--- src/rtl/room_dir_input_cond.sv ---
// Direction-button conditioner for the room-navigation FSM.
// Synchronises and debounces four raw buttons, then turns a single clean press
// into exactly one one-hot move pulse; simultaneous presses raise a conflict
// pulse instead, and nothing new is accepted until every button is released.
module room_dir_input_cond #(
  parameter int DEBOUNCE_CYCLES = 4
) (
  input  logic clk,
  input  logic reset,
  input  logic btn_n,
  input  logic btn_s,
  input  logic btn_e,
  input  logic btn_w,
  output logic n,
  output logic s,
  output logic e,
  output logic w,
  output logic busy,
  output logic conflict
);

  localparam int CNT_W = (DEBOUNCE_CYCLES < 1) ? 1 : $clog2(DEBOUNCE_CYCLES + 1);
  localparam logic [CNT_W-1:0] CNT_LAST = CNT_W'(DEBOUNCE_CYCLES - 1);

  typedef enum logic [1:0] {
    IDLE,
    EMIT,
    WAIT_REL
  } state_t;

  // Bit order everywhere: [0]=north, [1]=south, [2]=east, [3]=west.
  logic [3:0]       btn;
  logic [3:0]       sync1;
  logic [3:0]       sync2;
  logic [3:0]       db;
  logic [3:0]       db_q;
  logic [3:0]       press;
  logic [CNT_W-1:0] cnt [4];

  state_t     state;
  state_t     state_next;
  logic [3:0] dir;
  logic [3:0] dir_next;
  logic       conflict_q;
  logic       conflict_next;
  logic       press_one;
  logic       press_multi;

  assign btn = {btn_w, btn_e, btn_s, btn_n};

  // Two-flop synchroniser per button.
  always_ff @(posedge clk or negedge reset) begin
    if (!reset) begin
      sync1 <= '0;
      sync2 <= '0;
    end else begin
      sync1 <= btn;
      sync2 <= sync1;
    end
  end

  // Debounce: the level only follows sync2 after DEBOUNCE_CYCLES consecutive mismatching edges.
  always_ff @(posedge clk or negedge reset) begin
    if (!reset) begin
      db <= '0;
      for (int unsigned i = 0; i < 4; i++) begin
        cnt[i] <= '0;
      end
    end else begin
      for (int unsigned i = 0; i < 4; i++) begin
        if (sync2[i] != db[i]) begin
          if (cnt[i] == CNT_LAST) begin
            db[i]  <= sync2[i];
            cnt[i] <= '0;
          end else begin
            cnt[i] <= cnt[i] + CNT_W'(1);
          end
        end else begin
          cnt[i] <= '0;
        end
      end
    end
  end

  // Delayed debounced level for rising-edge detection.
  always_ff @(posedge clk or negedge reset) begin
    if (!reset) begin
      db_q <= '0;
    end else begin
      db_q <= db;
    end
  end

  // Press classification: none, exactly one, or a multi-button combination.
  always_comb begin
    press       = db & ~db_q;
    press_one   = $onehot(press);
    press_multi = (press != '0) && !$onehot(press);
  end

  // FSM state register, latched direction and registered conflict flag.
  always_ff @(posedge clk or negedge reset) begin
    if (!reset) begin
      state      <= IDLE;
      dir        <= '0;
      conflict_q <= 1'b0;
    end else begin
      state      <= state_next;
      dir        <= dir_next;
      conflict_q <= conflict_next;
    end
  end

  // Next-state logic; presses outside IDLE are dropped rather than queued.
  always_comb begin
    state_next    = state;
    dir_next      = dir;
    conflict_next = 1'b0;
    case (state)
      IDLE: begin
        if (press_one) begin
          dir_next   = press;
          state_next = EMIT;
        end else if (press_multi) begin
          conflict_next = 1'b1;
          state_next    = WAIT_REL;
        end
      end
      EMIT: begin
        state_next = WAIT_REL;
      end
      WAIT_REL: begin
        if (db == '0) begin
          state_next = IDLE;
        end
      end
      default: begin
        state_next = IDLE;
      end
    endcase
  end

  // Outputs decoded from flops only; dir is one-hot so moves stay exclusive.
  always_comb begin
    n        = (state == EMIT) && dir[0];
    s        = (state == EMIT) && dir[1];
    e        = (state == EMIT) && dir[2];
    w        = (state == EMIT) && dir[3];
    busy     = (state != IDLE);
    conflict = conflict_q;
  end

endmodule

--- config.mk ---
export PLATFORM = sky130hd
export DESIGN_NAME = room_dir_input_cond
export DESIGN_NICKNAME = d
export VERILOG_FILES = /design/src/rtl/room_dir_input_cond.sv
export SDC_FILE = /design/constraint.sdc
export NUM_CORES = 1
export LEC_CHECK = 0
export ABC_AREA = 0
export BUFFER_PORTS_ARGS = -buffer_cell sky130_fd_sc_hd__buf_4
export CORE_MARGIN = 2
export CORE_UTILIZATION = 38
export DETAILED_ROUTE_END_ITERATION = 7
export GPL_ROUTABILITY_DRIVEN = 1
export PLACE_DENSITY_LB_ADDON = 0.08
export REMOVE_ABC_BUFFERS = 1
export SYNTH_ARGS = -nofsm -noshare
export SYNTH_HDL_FRONTEND = slang
export SYNTH_SLANG_ARGS = --single-unit
--- constraint.sdc ---
create_clock -name clk -period 2.5 [get_ports clk]
set_input_delay 0.125 -clock clk [delete_from_list [all_inputs] [get_ports clk]]
set_output_delay 0.125 -clock clk [all_outputs]
set_load 0.05 [all_outputs]
==> impl_results.md <==
* Max incr delay on CP at 480 ps
* FF+latch count, synth at 35
* Worst setup SP type: flop
* MaxCap Viol Count at 0
* Clk sinks at 35
* Worst Path Max Fanout at 5
* Mapped cell area at 0.001381 mm2
* Crit path DAT at 2620 ps
* Worst path cell trace: and2b_1 > fa_1 > ha_1 > ha_1 > nor3b_4 > nand2b_4 > mux2_4
* Internal power at 0.001340 W
* GPL Wtd Cong at 0.7321
* Fin nets at 134
* Static Leak at 0.8147 nW
* First-pass GRT wire length at 3381 um
* Placed cells at 152
* Seq/Total Area, Yosys at 63.41%
* Switch share at 33.74%
* Distinct cell type count after synthesis at 21
* Post-Syn Instances at 92
* Slew Limit Fails at 0
* Root Buffer: clkbuf_4
* Area share of the largest cell type after synthesis at 63.41%
* Placed Area at 0.001544 mm2
* Fraction of layout cells with a size suffix above 1 at 30.58%
* Io pins at 12
* Hold Fails Final Rpt at 0
* Clk slew on worst S/H paths at 110 ps
* CTS tree: built
* Vias in the first global route at 753
* Synth-to-Final Area Change at 21.29%
* Total gr overflow at 0
* Clk buf depth at 2
* Die Ht at 64.29 um
* Via count at 747
* Drt wl/cell at 11.34 um
* Worst path most repeated cell: ha_1
* # H-tree levels at 2
* Unrepaired setup endpoints after global routing: false
* Antenna violations before repair at 0
* Slew @ Worst Pin at 427.3 ps
* Starting density of the core at 40.44%
* CP max-delay cell: fa_1
* Row cnt at 21
* Die area at 0.004133 mm2
* Comb pwr share at 45.1%
* Syn. warnings at 0
* Crit Path Class: flop to flop
* Final period util at 95.43%
* Critical Path Sink Type: flop
* Sequential share of power at 40.1%
* Final setup fails at 0
* Total track usage at 11.34%
* Wirelength, routed at 1894 um
* Pwr/cell area at 1207 mW/mm2
* P_sw at 0.0006822 W
* Synth top area cells: dfrtp_1 63%, ha_1 6.3%, nor3b_1 4.9%
* Most frequent cells in the layout: 35 x dfrtp_1, 16 x buf_4, 9 x nor3b_1
* Non-filler instance count after layout at 167
* Vias/cell at 4.473
* PortBufs at 11
* CP required at 2730 ps
* Core ar. at 0.003416 mm2
* Hold Slack at 261.9 ps
* Chip width at 64.29 um
* # diodes at 0
* Commonest non-fill, non-tap cell in the layout: dfrtp_1
* Worst clock skew at 5.374 ps
* Post-route ant nets at 0
* Drt first pass iters at 4
* Total CTS buffers at 5
* Maximum clock rate at 419.2 MHz
* Largest delay share family, worst path: adder cells
* Mean post-synth cell area at 15.01 um2
* Crit path time final at 2386 ps
* Slew Limit Headroom at 71.52%
* Sum of negative setup slack at 0 ps
* Status: finished clean
* Hold Crit Class: primary input to asynchronous set/reset pin
* Leading area contributor after synthesis: dfrtp_1
* Clk pwr share at 14.8%
* Initial drt markers at 14
* Largest net degree at the start of global routing at 36
* Finished layout cell area at 0.001675 mm2
* DRC at 0
* Later-pin clock latency in the skew report at 340 ps
* CP Buf/Inv Count at 0
* Max IR drop VDD at 0.0004767 V
## sequential cells by signal, summed over array words and instances, names as in the netlist
register and count:
dir 4, cnt 12, sync1 4, db_q 4
conflict 1, state 2, sync2 4, db 4
## layer usage
layer / share of wire [%] / up-vias / track usage [%] / routed length, um
met5: 0 / - / 0 / 0
met4: 3.0 / 0 / 7.181 / 57
met3: 4.9 / 6 / 4.754 / 93
met2: 46 / 17 / 17.32 / 875
met1: 46 / 358 / 13.09 / 869
li1: - / 366 / - / -
## cells in the mapped netlist, drive strengths merged
cell type / instances
or4: 1
nor3: 3
xnor2: 4
dfrtp: 35
and3b: 2
a21oi: 1
and2b: 2
or2: 1
and2: 4
nand2b: 3
mux2: 8
or2b: 1
nor2b: 5
ha: 7
o31ai: 1
inv: 3
nor3b: 10
fa: 1
## final cells by class
type	count	area, um2
Clock inverter	3	20.02
Fill cell	306	1740
Inverter	3	11.26
Timing Repair Buffer	21	170.2
Clock buffer	5	37.54
Multi-Input combinational cell	54	503.0
Sequential cell	35	875.8
Tap cell	46	57.56
## worst register-to-register path, stage by stage, from the launching register on
cell and delay [ps]:
dfrtp_1 420, and2b_1 210, fa_1 480, ha_1 200, ha_1 310, nor3b_4 250
nand2b_4 120, mux2_4 300
## cells by family (layout without fill, tap and decap cells)
kind of cell,count (synthesis),after routing,synth area share (%)
AND/OR/NAND/NOR,32,32,16.94
adder cells (fa/ha/maj),8,8,7.790
XOR/XNOR,4,4,2.536
flip-flops,35,35,63.41
AO/OA/AOI/OAI,2,2,0.9057
multiplexers,8,8,7.609
buffers and inverters,3,32,0.8152
## final timing paths
kind / start / end / slack [ps] / depth (start not counted)
max reg2reg: db[3] / dir[2] / 110 / 7
min reg2reg: sync1[1] / sync2[1] / 360 / 0
min: reset / state[1] / 260 / 2
max: db[3] / dir[2] / 110 / 7
max in group asynchronous: reset / cnt[4] / 1930 / 2
min in group clk: sync1[1] / sync2[1] / 360 / 0
## metrics by stage
step,power (W),setup WS (ps),utilization (%)
6_report,0.002022,114.3,49.05
5_1_grt,0.002187,15.22,49.05
4_1_cts,0.001983,26.08,48.35
3_5_place_dp,0.001661,48.22,45.20
3_3_place_gp,0.001625,139.6,45.20
2_1_floorplan,0.001422,109.2,-
## power groups by stage
stage               clock network [W]  registers [W]  logic, W
global placement                    0       0.000823  0.000801
global route                 0.000342       0.000835   0.00101
floorplan                           0       0.000834  0.000588
CTS                          0.000323       0.000816  0.000844
detailed placement                  0       0.000829  0.000832
finish                       0.000300       0.000811  0.000911
## timing repair
item,CTS,global route
setup endpoints to repair,0,4
hold endpoints to repair,39,0
resized for setup,0,3
setup buffers,0,2
hold buffers,5,0
Note: power is estimated with default switching activity, not from simulation.
